### config.mk
export PLATFORM = sky130hd
export DESIGN_NAME = time_set_ctrl
export DESIGN_NICKNAME = d
export VERILOG_FILES = /design/src/rtl/clock_pkg.sv /design/src/rtl/time_set_ctrl_btn_edge.sv /design/src/rtl/time_set_ctrl.sv
export SDC_FILE = /design/constraint.sdc
export NUM_CORES = 1
export LEC_CHECK = 0
export CAP_MARGIN = 20
export CORE_MARGIN = 3
export CORE_UTILIZATION = 58
export DETAILED_ROUTE_END_ITERATION = 16
export PLACE_DENSITY = 0.89
export SETUP_SLACK_MARGIN = 0.4
export SYNTH_ARGS = -nofsm -noshare
export SYNTH_HDL_FRONTEND = slang
export SYNTH_SLANG_ARGS = --single-unit
### constraint.sdc
create_clock -name clk -period 6.3 [get_ports clk]
set_clock_uncertainty 0.1 [all_clocks]
set_input_delay 0.63 -clock clk [delete_from_list [all_inputs] [get_ports clk]]
set_output_delay 0.63 -clock clk [all_outputs]
set_load 0.01 [all_outputs]
### src/rtl/clock_pkg.sv
// Shared definitions for the clock-setting path: field indices, calendar
// limits, the set-sequencer state encoding, button event codes and the
// calendar helpers also used by current_time.
package clock_pkg;

   // Field selector values, in the order the right button walks them
   localparam logic [2:0] FLD_HOUR   = 3'd0;
   localparam logic [2:0] FLD_MINUTE = 3'd1;
   localparam logic [2:0] FLD_SECOND = 3'd2;
   localparam logic [2:0] FLD_YEAR   = 3'd3;
   localparam logic [2:0] FLD_MONTH  = 3'd4;
   localparam logic [2:0] FLD_DAY    = 3'd5;
   localparam logic [2:0] FLD_LAST   = FLD_DAY;

   // Calendar limits (the year range is a parameter of the sequencer)
   localparam int HOUR_MAX   = 23;
   localparam int MINUTE_MAX = 59;
   localparam int SECOND_MAX = 59;
   localparam int MONTH_MIN  = 1;
   localparam int MONTH_MAX  = 12;
   localparam int DAY_MIN    = 1;

   // Set-sequencer states
   localparam logic [1:0] ST_IDLE   = 2'd0;
   localparam logic [1:0] ST_EDIT   = 2'd1;
   localparam logic [1:0] ST_COMMIT = 2'd2;

   // One button event per cycle, already priority-resolved
   typedef enum logic [2:0] {
      EV_NONE,
      EV_MIDDLE,
      EV_RIGHT,
      EV_LEFT,
      EV_UP,
      EV_DOWN
   } btn_ev_e;

   // Days in a month; every year%4==0 is a leap year inside the settable range
   function automatic logic [4:0] days_in_month(input logic [15:0] year,
                                                input logic [5:0]  month);
      logic [4:0] dim;
      case (month)
         6'd4, 6'd6, 6'd9, 6'd11: dim = 5'd30;
         6'd2:                    dim = ((year % 16'd4) == 16'd0) ? 5'd29 : 5'd28;
         default:                 dim = 5'd31;
      endcase
      return dim;
   endfunction

   // One step up or down inside [lo, hi], wrapping at both ends
   function automatic logic [15:0] wrap_step(input logic [15:0] value,
                                             input logic [15:0] lo,
                                             input logic [15:0] hi,
                                             input logic        inc);
      logic [15:0] res;
      if (inc) res = (value >= hi) ? lo : value + 16'd1;
      else     res = (value <= lo) ? hi : value - 16'd1;
      return res;
   endfunction

   // Saturate a value into [lo, hi]
   function automatic logic [15:0] clamp(input logic [15:0] value,
                                         input logic [15:0] lo,
                                         input logic [15:0] hi);
      logic [15:0] res;
      if (value < lo)      res = lo;
      else if (value > hi) res = hi;
      else                 res = value;
      return res;
   endfunction

endpackage

### src/rtl/time_set_ctrl_btn_edge.sv
// Rising-edge detector for the five set buttons with a fixed priority
// encoder, so the sequencer sees at most one event per cycle.
module btn_edge
   import clock_pkg::*;
(
   input  logic    clk,
   input  logic    rst,
   input  logic    up,
   input  logic    down,
   input  logic    left,
   input  logic    right,
   input  logic    middle,
   output btn_ev_e ev
);

   logic [4:0] btn_d;
   logic [4:0] btn_q;
   logic [4:0] rise;

   // Current button levels packed as {middle, right, left, up, down}
   always_comb begin
      btn_d = {middle, right, left, up, down};
      rise  = btn_d & ~btn_q;
   end

   // Previous-value registers; a held button only rises once
   always_ff @(posedge clk) begin
      // NOTE: non-blocking so every flop samples the pre-edge values.
      if (rst) btn_q <= '0;
      else     btn_q <= btn_d;
   end

   // Priority: middle > right > left > up > down
   always_comb begin
      if (rise[4])      ev = EV_MIDDLE;
      else if (rise[3]) ev = EV_RIGHT;
      else if (rise[2]) ev = EV_LEFT;
      else if (rise[1]) ev = EV_UP;
      else if (rise[0]) ev = EV_DOWN;
      else              ev = EV_NONE;
   end

endmodule

### src/rtl/time_set_ctrl.sv
// Clock-set sequencer: edits a shadow copy of the time/date from the
// buttons and hands it to current_time with a one-cycle load strobe.
module time_set_ctrl
   import clock_pkg::*;
#(
   parameter int YEAR_MIN  = 2000,
   parameter int YEAR_MAX  = 2099,
   parameter int TIMEOUT_S = 30,
   parameter int BLINK_DIV = 50_000_000
) (
   input  logic        clk,
   input  logic        rst,
   input  logic        en,
   input  logic        sec_tick,
   input  logic        up,
   input  logic        down,
   input  logic        left,
   input  logic        right,
   input  logic        middle,
   input  logic [15:0] cur_year,
   input  logic [5:0]  cur_month,
   input  logic [10:0] cur_day,
   input  logic [10:0] cur_hour,
   input  logic [10:0] cur_minute,
   input  logic [10:0] cur_second,
   output logic [15:0] set_year,
   output logic [5:0]  set_month,
   output logic [10:0] set_day,
   output logic [10:0] set_hour,
   output logic [10:0] set_minute,
   output logic [10:0] set_second,
   output logic        load,
   output logic        editing,
   output logic [2:0]  field,
   output logic        blink
);

   localparam logic [15:0] YR_LO = 16'(YEAR_MIN);
   localparam logic [15:0] YR_HI = 16'(YEAR_MAX);
   // Timeout counter holds 0..TIMEOUT_S-1; the tick that would reach TIMEOUT_S exits
   localparam int TW = (TIMEOUT_S < 2) ? 1 : $clog2(TIMEOUT_S);
   localparam int BW = (BLINK_DIV < 2) ? 1 : $clog2(BLINK_DIV);
   localparam logic [TW-1:0] TMO_LAST   = TW'(TIMEOUT_S - 1);
   localparam logic [BW-1:0] BLINK_LAST = BW'(BLINK_DIV - 1);

   btn_ev_e       ev;
   logic          step_up;

   logic [1:0]    state_d,     state_q;
   logic [2:0]    field_d,     field_q;
   logic [15:0]   year_d,      year_q;
   logic [5:0]    month_d,     month_q;
   logic [10:0]   day_d,       day_q;
   logic [10:0]   hour_d,      hour_q;
   logic [10:0]   minute_d,    minute_q;
   logic [10:0]   second_d,    second_q;
   logic [TW-1:0] tmo_d,       tmo_q;
   logic [BW-1:0] blink_cnt_d, blink_cnt_q;
   logic          blink_d,     blink_q;
   logic          load_d,      load_q;

   btn_edge u_btn_edge (
      .clk    (clk),
      .rst    (rst),
      .up     (up),
      .down   (down),
      .left   (left),
      .right  (right),
      .middle (middle),
      .ev     (ev)
   );

   // Sequencer: capture on entry, field edits, timeout and commit
   always_comb begin
      // NOTE: every target gets a default first so no path infers a latch.
      state_d  = state_q;
      field_d  = field_q;
      year_d   = year_q;
      month_d  = month_q;
      day_d    = day_q;
      hour_d   = hour_q;
      minute_d = minute_q;
      second_d = second_q;
      tmo_d    = tmo_q;
      load_d   = 1'b0;
      step_up  = (ev == EV_UP);

      case (state_q)
         ST_IDLE: begin
            if (en && (ev == EV_MIDDLE)) begin
               // Live values may be out of range; saturate them on the way in
               year_d   = clamp(cur_year, YR_LO, YR_HI);
               month_d  = 6'(clamp({10'd0, cur_month}, 16'(MONTH_MIN), 16'(MONTH_MAX)));
               day_d    = 11'(clamp({5'd0, cur_day}, 16'(DAY_MIN),
                                    {11'd0, days_in_month(year_d, month_d)}));
               hour_d   = 11'(clamp({5'd0, cur_hour},   16'd0, 16'(HOUR_MAX)));
               minute_d = 11'(clamp({5'd0, cur_minute}, 16'd0, 16'(MINUTE_MAX)));
               second_d = 11'(clamp({5'd0, cur_second}, 16'd0, 16'(SECOND_MAX)));
               field_d  = FLD_HOUR;
               tmo_d    = '0;
               state_d  = ST_EDIT;
            end
         end

         ST_EDIT: begin
            if (!en) begin
               state_d = ST_IDLE;
            end else if (ev != EV_NONE) begin
               // Any accepted event restarts the inactivity window, even on a tick
               tmo_d = '0;
               case (ev)
                  EV_MIDDLE: state_d = ST_COMMIT;
                  EV_RIGHT:  field_d = (field_q == FLD_LAST) ? FLD_HOUR : field_q + 3'd1;
                  EV_LEFT:   field_d = (field_q == FLD_HOUR) ? FLD_LAST : field_q - 3'd1;
                  EV_UP, EV_DOWN: begin
                     case (field_q)
                        FLD_HOUR:   hour_d   = 11'(wrap_step({5'd0, hour_q}, 16'd0,
                                                             16'(HOUR_MAX), step_up));
                        FLD_MINUTE: minute_d = 11'(wrap_step({5'd0, minute_q}, 16'd0,
                                                             16'(MINUTE_MAX), step_up));
                        FLD_SECOND: second_d = 11'(wrap_step({5'd0, second_q}, 16'd0,
                                                             16'(SECOND_MAX), step_up));
                        FLD_YEAR: begin
                           year_d = wrap_step(year_q, YR_LO, YR_HI, step_up);
                           day_d  = 11'(clamp({5'd0, day_q}, 16'(DAY_MIN),
                                              {11'd0, days_in_month(year_d, month_q)}));
                        end
                        FLD_MONTH: begin
                           month_d = 6'(wrap_step({10'd0, month_q}, 16'(MONTH_MIN),
                                                  16'(MONTH_MAX), step_up));
                           day_d   = 11'(clamp({5'd0, day_q}, 16'(DAY_MIN),
                                               {11'd0, days_in_month(year_q, month_d)}));
                        end
                        FLD_DAY: day_d = 11'(wrap_step({5'd0, day_q}, 16'(DAY_MIN),
                                                       {11'd0, days_in_month(year_q, month_q)},
                                                       step_up));
                        default: ;
                     endcase
                  end
                  default: ;
               endcase
            end else if (sec_tick) begin
               if (tmo_q == TMO_LAST) state_d = ST_IDLE;
               else                   tmo_d   = tmo_q + TW'(1);
            end
         end

         ST_COMMIT: begin
            // Registered strobe: load rises one cycle after COMMIT is entered
            load_d  = en;
            state_d = ST_IDLE;
         end

         default: state_d = ST_IDLE;
      endcase
   end

   // Blink phase: restarts visible on entry, free-runs only while editing
   always_comb begin
      blink_d     = 1'b0;
      blink_cnt_d = '0;
      if (state_d == ST_EDIT) begin
         if (state_q != ST_EDIT) begin
            blink_d = 1'b1;
         end else if (blink_cnt_q == BLINK_LAST) begin
            blink_d = ~blink_q;
         end else begin
            blink_d     = blink_q;
            blink_cnt_d = blink_cnt_q + BW'(1);
         end
      end
   end

   // State, shadow and counter registers
   always_ff @(posedge clk) begin
      if (rst) begin
         state_q     <= ST_IDLE;
         field_q     <= FLD_HOUR;
         year_q      <= YR_LO;
         month_q     <= 6'd1;
         day_q       <= 11'd1;
         hour_q      <= '0;
         minute_q    <= '0;
         second_q    <= '0;
         tmo_q       <= '0;
         blink_cnt_q <= '0;
         blink_q     <= 1'b0;
         load_q      <= 1'b0;
      end else begin
         state_q     <= state_d;
         field_q     <= field_d;
         year_q      <= year_d;
         month_q     <= month_d;
         day_q       <= day_d;
         hour_q      <= hour_d;
         minute_q    <= minute_d;
         second_q    <= second_d;
         tmo_q       <= tmo_d;
         blink_cnt_q <= blink_cnt_d;
         blink_q     <= blink_d;
         load_q      <= load_d;
      end
   end

   assign set_year   = year_q;
   assign set_month  = month_q;
   assign set_day    = day_q;
   assign set_hour   = hour_q;
   assign set_minute = minute_q;
   assign set_second = second_q;
   assign load       = load_q;
   assign editing    = (state_q == ST_EDIT);
   assign field      = field_q;
   assign blink      = blink_q;

endmodule

# Word level (Yosys, flattened, before mapping)
# Index checks and enable logic that the tools add are counted.
# Widths: inputs -> output; s select.
# totals
regBits,109
inputBits,75
out_inout_bits,72
word_cells,260
# op_classes
n_addsub,16
n_lt_le_gt_ge,24
n_eq_ne,46
muxes,132
bitwise,5
reduce_logical,24
# ops
op,n
$mux 11,40
$mux 16,17
$mux 5,22
$mux 6,17
$pmux 11 s2,4
$logic_not 16->1,3
$add 11x1->11 const B,4
$le 11x1->1 const B,4
$sub 11x1->11 const B,4
$eq 6x3->1 const B,6
$eq 6x4->1 const B,6
$gt 11x5->1,3
$pmux 11 s3,1
$pmux 16 s2,1
$mux 3,10
$reduce_and 6->1,5
$add 26x1->26 const B,1
$eq 26x26->1 const B,1
$ge 11x6->1 const B,2
$gt 11x6->1 const B,2
$lt 11x1->1 const B,2
$pmux 2 s2,5
$eq 6x2->1 const B,3
$add 16x1->16 const B,1
47 further kinds,83

# Depth between registers and ports, before layout
# logic_depth
ltp_word,30
mapped_depth,17
depth_no_buf,15

# Cells and area by module
# A second synthesis with hierarchy kept.
# unflattened
hier_cells,1090
area_unflattened_um2,7893.8
# modules_own_cells
mod,n_inst,cells_each,area_each_um2,seq_area_each_um2
time_set_ctrl,1,1068,7672.4,2082.0
btn_edge,1,22,221.5,100.1

# Worst setup path before layout
# Ideal clock, no wire load.
# synth_path
path_kind,reg-to-reg
start,"register year_q[0], in the netlist set_year[0]"
end,"register day_q[1], in the netlist set_day[1]"
t_arrival_ns,3.366
t_required_ns,6.080
path_slack_ns,2.714
stages_incl_launch_ff,17
period_less_slack_ns,3.586
path_cell_list,dfxtp_1 > clkbuf_1 > inv_1 > ha_1 > nor4b_1 > nor4_1 > or2_2 > a41oi_1 > a21oi_1 > ha_1 > nor2b_1 > o211ai_1 > a22oi_1 > o311ai_2 > buf_2 > a21oi_1 > o31a_1
# synth_between
elab_chain_len,19
elab_cells_between_ends,47
classes_between,2 x add/sub; 5 x order compare; 2 x eq/ne; 35 x mux; 3 x reduce/logical
# synth_rtl
item,line_no,rtl
start: declaration,time_set_ctrl.sv:51,"logic [15:0] year_d, year_q;"
start signal: assignment,time_set_ctrl.sv:192,year_q <= year_d;
"$sub 16x1->16, or another cell as far along",clock_pkg.sv:57,else res = (value <= lo) ? hi : value - 16'd1;
"$mux 16, on equally long branches","clock_pkg.sv:57, clock_pkg.sv:56",
$mux 16,clock_pkg.sv:56,if (inc) res = (value >= hi) ? lo : value + 16'd1;
$mux 16,time_set_ctrl.sv:116,case (field_q)
$mux 16,time_set_ctrl.sv:111,case (ev)
$mux 16,time_set_ctrl.sv:108,end else if (ev != EV_NONE) begin
$mux 16,time_set_ctrl.sv:106,if (!en) begin
$mux 16,time_set_ctrl.sv:88,case (state_q)
(+3 left out),-,
$mux 5,time_set_ctrl.sv:116,
$mux 5,time_set_ctrl.sv:111,
$mux 5,time_set_ctrl.sv:108,
$mux 5,time_set_ctrl.sv:106,
$mux 5,time_set_ctrl.sv:88,
$gt 11x5->1,clock_pkg.sv:67,else if (value > hi) res = hi;
$ne 4x4->1 (no line),-,
$reduce_and 8->1 (no line),-,
end signal: assignment,time_set_ctrl.sv:194,day_q <= day_d;
end: declaration,time_set_ctrl.sv:53,"logic [10:0] day_d, day_q;"
# Several ways; a longest one is shown, not always the timed one. The select of a mux whose other input is x is not followed.
# A chain may end at the register's enable or synchronous reset.

# Worst setup path in the final report
# layout_path
start,input middle
end,"register day_q[8], in the netlist set_day[8]"
# layout_between
elab_chain_len,20
elab_cells_between_ends,54
classes_between,2 x order compare; 13 x eq/ne; 32 x mux; 1 x bitwise; 6 x reduce/logical
# layout_rtl
item,line_no,rtl
start: declaration,time_set_ctrl.sv:19,"input logic middle,"
$and 5x5->5 (*),time_set_ctrl_btn_edge.sv:23,rise = btn_d & ~btn_q;
$mux 3 (*),time_set_ctrl_btn_edge.sv:35,if (rise[4]) ev = EV_MIDDLE;
$eq 3x3->1,"time_set_ctrl.sv:86, time_set_ctrl.sv:111",
$mux 6 or $mux 16 (tied branches),clock_pkg.sv:56,
$mux 6 or $mux 16 (tied branches),time_set_ctrl.sv:116,
$mux 6 or $mux 16 (tied branches),time_set_ctrl.sv:111,
$mux 6 or $mux 16 (tied branches),time_set_ctrl.sv:108,
$mux 6 or $mux 16 (tied branches),time_set_ctrl.sv:106,
(+4 left out),-,
$mux 5,time_set_ctrl.sv:116,
$mux 5,time_set_ctrl.sv:111,
$mux 5,time_set_ctrl.sv:108,
$mux 5,time_set_ctrl.sv:106,
$mux 5,time_set_ctrl.sv:88,
$gt 11x5->1,clock_pkg.sv:67,
$ne 4x4->1 (no line),-,
$reduce_and 8->1 (no line),-,
# Every way passes the cells marked *; elsewhere a longest branch is shown, timed or not. The select of a mux whose other input is x is not followed.

==> key figures <==
Run status
  • Status: finished, final reports clean

Power
  • Int Power: approximately 1.2 mW
  • LEAKAGE: ~3.3 nW
  • Clk pwr share: 30.7%
  • Sw Share: between 30% and 40%
  • Maximum vdd drop: about 0.00014 V
  • Tot Pwr: between 1.5 and 2 mW
  • Net Sw Power: 564 uW
  • Sequential share of power: about 44%
  • Gate power share: 25.6%
  • PwrDens: ~180 nW/um^2

Drt
  • DRT antenna net count: 0
  • DRC Markers: 0
  • DRT Wirelength: ~22 mm
  • Pre-antenna DRT Iters: 6
  • Via density per instance: 6.35
  • Via count: roughly 8,600
  • Routed length per instance: around 16 um
  • Starting DRT DRC Count: just under 1,000

Synth
  • Top-area cell type share of the netlist area: a little over a quarter
  • Synth Register Bits: between 100 and 150
  • Yosys Warn Count: 0
  • Multiplexer share of the synthesized area: less than 1%
  • Post-synth EDFFs: 0
  • Post-synthesis cell type count: 80
  • Syn Area/Cell: ~7.4 um^2
  • Synthesized Nets: about 1,200
  • Synth Flop Type: dfxtp_1
  • Sequential element share of the synthesized area: a little over a quarter
  • Synth Area in Compound Gates: about a quarter
  • Largest family of logic cells by synthesized area: simple AND/OR/NAND/NOR gates
  • Cell taking the most area after synthesis: dfxtp_1
  • Synth Area in Adders: about 4.2%
  • Post-Synth Simple-Gate Area: 30.9%
  • Xor and xnor area share after synthesis: 6.26%
  • Synth top area cells: dfxtp_1 27%, a21oi_1 5.8%, nor2_1 5.5%
  • Cell Area, Synth: around 8000 um^2
  • Asr flop ratio synth: 0%
  • Post-Syn Instances: ~1,100

Setup path
  • Crit Path Category: in2reg
  • Crit path max fanout: 23
  • CP Launch Point: middle
  • Crit end category: register
  • Worst reg-to-reg setup slack: 2.16 ns
  • Crit start category: input port
  • Required @ worst endpoint: between 6 and 7 ns
  • Worst Path Arrival: roughly 4.7 ns
  • Reg-to-Reg Start: set_year[0]

CTS
  • H-tree lvl count: 3
  • CTS Buf Count: 9
  • CTS resizes: 0
  • Clock root cell: clkbuf_16
  • Post-CTS setup buffers: 0
  • CTS tree: built
  • Sink Count: between 100 and 150
  • CTS Hold Bufs: 0
  • CTS Buffer Depth: 2
  • Clk pin slew, worst setup/hold paths: roughly 0.07 ns
  • Skew-Pair Late Insertion Delay: 0.36 ns

Placement
  • Placer Congestion: 0.919
  • Port Buf Inserts: about 150
  • Hpwl dp: around 16 mm

Timing
  • Setup-failing EPs final: 0
  • Final period util: 72.0%
  • Final Max Tran Viols: 0
  • Setup TNS: 0 ns
  • Least-Margin Pin Slew: 1.06 ns
  • Rel. slew slack: approximately 29%
  • Fin crit period: ~4.5 ns
  • FMAX: around 220 MHz
  • RSZ-0062 raised after global routing: false
  • Final Hold Viols: 0

GRT
  • First-pass GRT wire length: approximately 37 mm
  • GR Util All Layers: 29.4%
  • Initial antenna violation count: 0
  • Vias in the first global route: 7,862
  • Global route overflow: 0
  • Pin count of the biggest net entering global routing: 82

Die
  • Die area: between 15,000 and 20,000 um^2
  • Initial core utilization: roughly three fifths
  • I/O pins: 147
  • Die Height: between 100 and 150 um
  • Row count: 42
  • Die width: roughly 120 um
  • Core ar.: around 13,000 um^2

Worst hold path
  • Hold WC Path Type: reg2reg
  • Hold_sp: blink_cnt_q[0]

Flow run
  • Max-Cap Viols: 0

Layout
  • Antenna diodes: 0
  • Layout area overhead: 21.3%
  • Fraction of layout instances using a drive strength above 1: between 5 and 6%
  • Filler Cell Count: about 1,100
  • Final #Nets: ~1,300
==> layer usage <==
layer / up-vias / global-route usage, % / share of wire [%]
met5: - / 0 / 0
met4: 0 / 10.3 / 2.2
met3: 48 / 4.89 / 8.3
met2: 411 / 47.4 / 46
met1: 4002 / 39.8 / 43
li1: 4140 / - / -
==> power groups by stage <==
stage	Sequential (mW)	Combinational [mW]	Clock, mW
after floorplan	0.762	0.300	0
after global placement	0.781	0.432	0
after detailed placement	0.781	0.441	0
after CTS	0.766	0.445	0.544
after global routing	0.773	0.500	0.573
final	0.768	0.451	0.539
==> cells in the mapped netlist (5+ instances only) <==
cell / count
a211o_1: 5
a211oi_1: 12
a21oi_1: 93
a221o_1: 6
a311oi_1: 6
a31oi_1: 21
and3_1: 11
and4_1: 5
buf_2: 17
clkbuf_1: 34
dfxtp_1: 109
ha_1: 27
inv_1: 38
nand2_1: 102
nand2b_1: 13
nand3_1: 49
nand4_1: 21
nor2_1: 117
nor2_4: 18
nor2b_1: 17
nor3_1: 46
nor3b_1: 7
nor4_1: 16
o211ai_1: 12
o21a_1: 6
o21ai_0: 57
o21ai_2: 6
o221ai_1: 13
o22ai_1: 7
o31ai_1: 6
or2_2: 5
or3_1: 14
or4_1: 6
xnor2_1: 33
xor2_1: 24
==> kinds of logic after synthesis <==
| family | count (synthesis) |
|---|---|
| compound gates | 304 |
| xor+xnor | 57 |
| fa+ha+maj | 27 |
| buf+inv | 98 |
| flops | 109 |
| mux | 3 |
| simple gates | 473 |
==> worst paths after layout <==
kind | to | cells past startpoint
max | set_day[8] | 15
min | blink_cnt_q[0] | 1
max reg2reg | set_day[8] | 16
min reg2reg | blink_cnt_q[0] | 1
==> cell type report <==
| cell class | instances | area [um^2] | share of cell area, % |
|---|---|---|---|
| tap | 176 | 220 | 2.28 |
| sequential | 109 | 2180 | 22.5 |
| clock inverter | 3 | 21.3 | 0.220 |
| timing repair buffer | 151 | 1490 | 15.4 |
| clock buffer | 12 | 246 | 2.55 |
| inverter | 39 | 151 | 1.56 |
| multi-input combinational | 864 | 5360 | 55.4 |
==> stage by stage <==
step                      hold slack (ns)  instance area (um^2)  std cells  utilization (%)  setup WS [ns]
after floorplan                     0.335                  7980       1071                -           2.71
after global placement              0.351                  9410       1339             70.5           1.62
after detailed placement            0.355                  9410       1339             70.5           1.47
after CTS                           0.373                  9680       1354             72.5           1.85
after global routing                0.421                  9680       1354             72.5           1.39
final                               0.376                  9680       1354             72.5           1.76
==> cell usage in the layout (no fill, tap or decap), types with 5 or more instances in the layout <==
cell,n
clkdlybuf4s50_1,145
nor2_1,117
dfxtp_1,109
nand2_1,102
a21oi_1,93
o21ai_0,57
nand3_1,49
nor3_1,46
inv_1,38
xnor2_1,33
ha_1,27
xor2_1,24
nand4_1,21
a31oi_1,21
nor2_4,18
nor2b_1,17
nor4_1,16
or3_1,13
o221ai_1,13
nand2b_1,12
a211oi_1,12
o211ai_1,12
and3_1,11
clkbuf_16,9
nor3b_1,7
o22ai_1,7
o31ai_1,6
o21a_1,6
or4_1,6
o21ai_2,6
a221o_1,6
a311oi_1,6
and4_1,5
or2_2,5
a211o_1,5
buf_4,5
==> registers in the layout, summed over array words and instances (netlist names) <==
signal,cells
blink,1
blink_cnt_q,26
field,3
load,1
set_day,11
set_hour,11
set_minute,11
set_month,6
set_second,11
set_year,16
state_q,2
tmo_q,5
u_btn_edge.btn_q,5
==> worst max-delay path: stages <==
cell             delay, ns
clkdlybuf4s50_1       0.46
nand2b_1              0.24
nand4_1               0.81
or3_1                 0.64
o31ai_1               0.09
o21ai_0               0.16
ha_1                  0.30
nand2_1               0.06
o211ai_1              0.09
a22oi_1               0.27
o311ai_2              0.13
buf_4                 0.22
nor3_1                0.36
nand2_1               0.10
a21oi_1               0.15
Power figures use the tool's default switching activity.
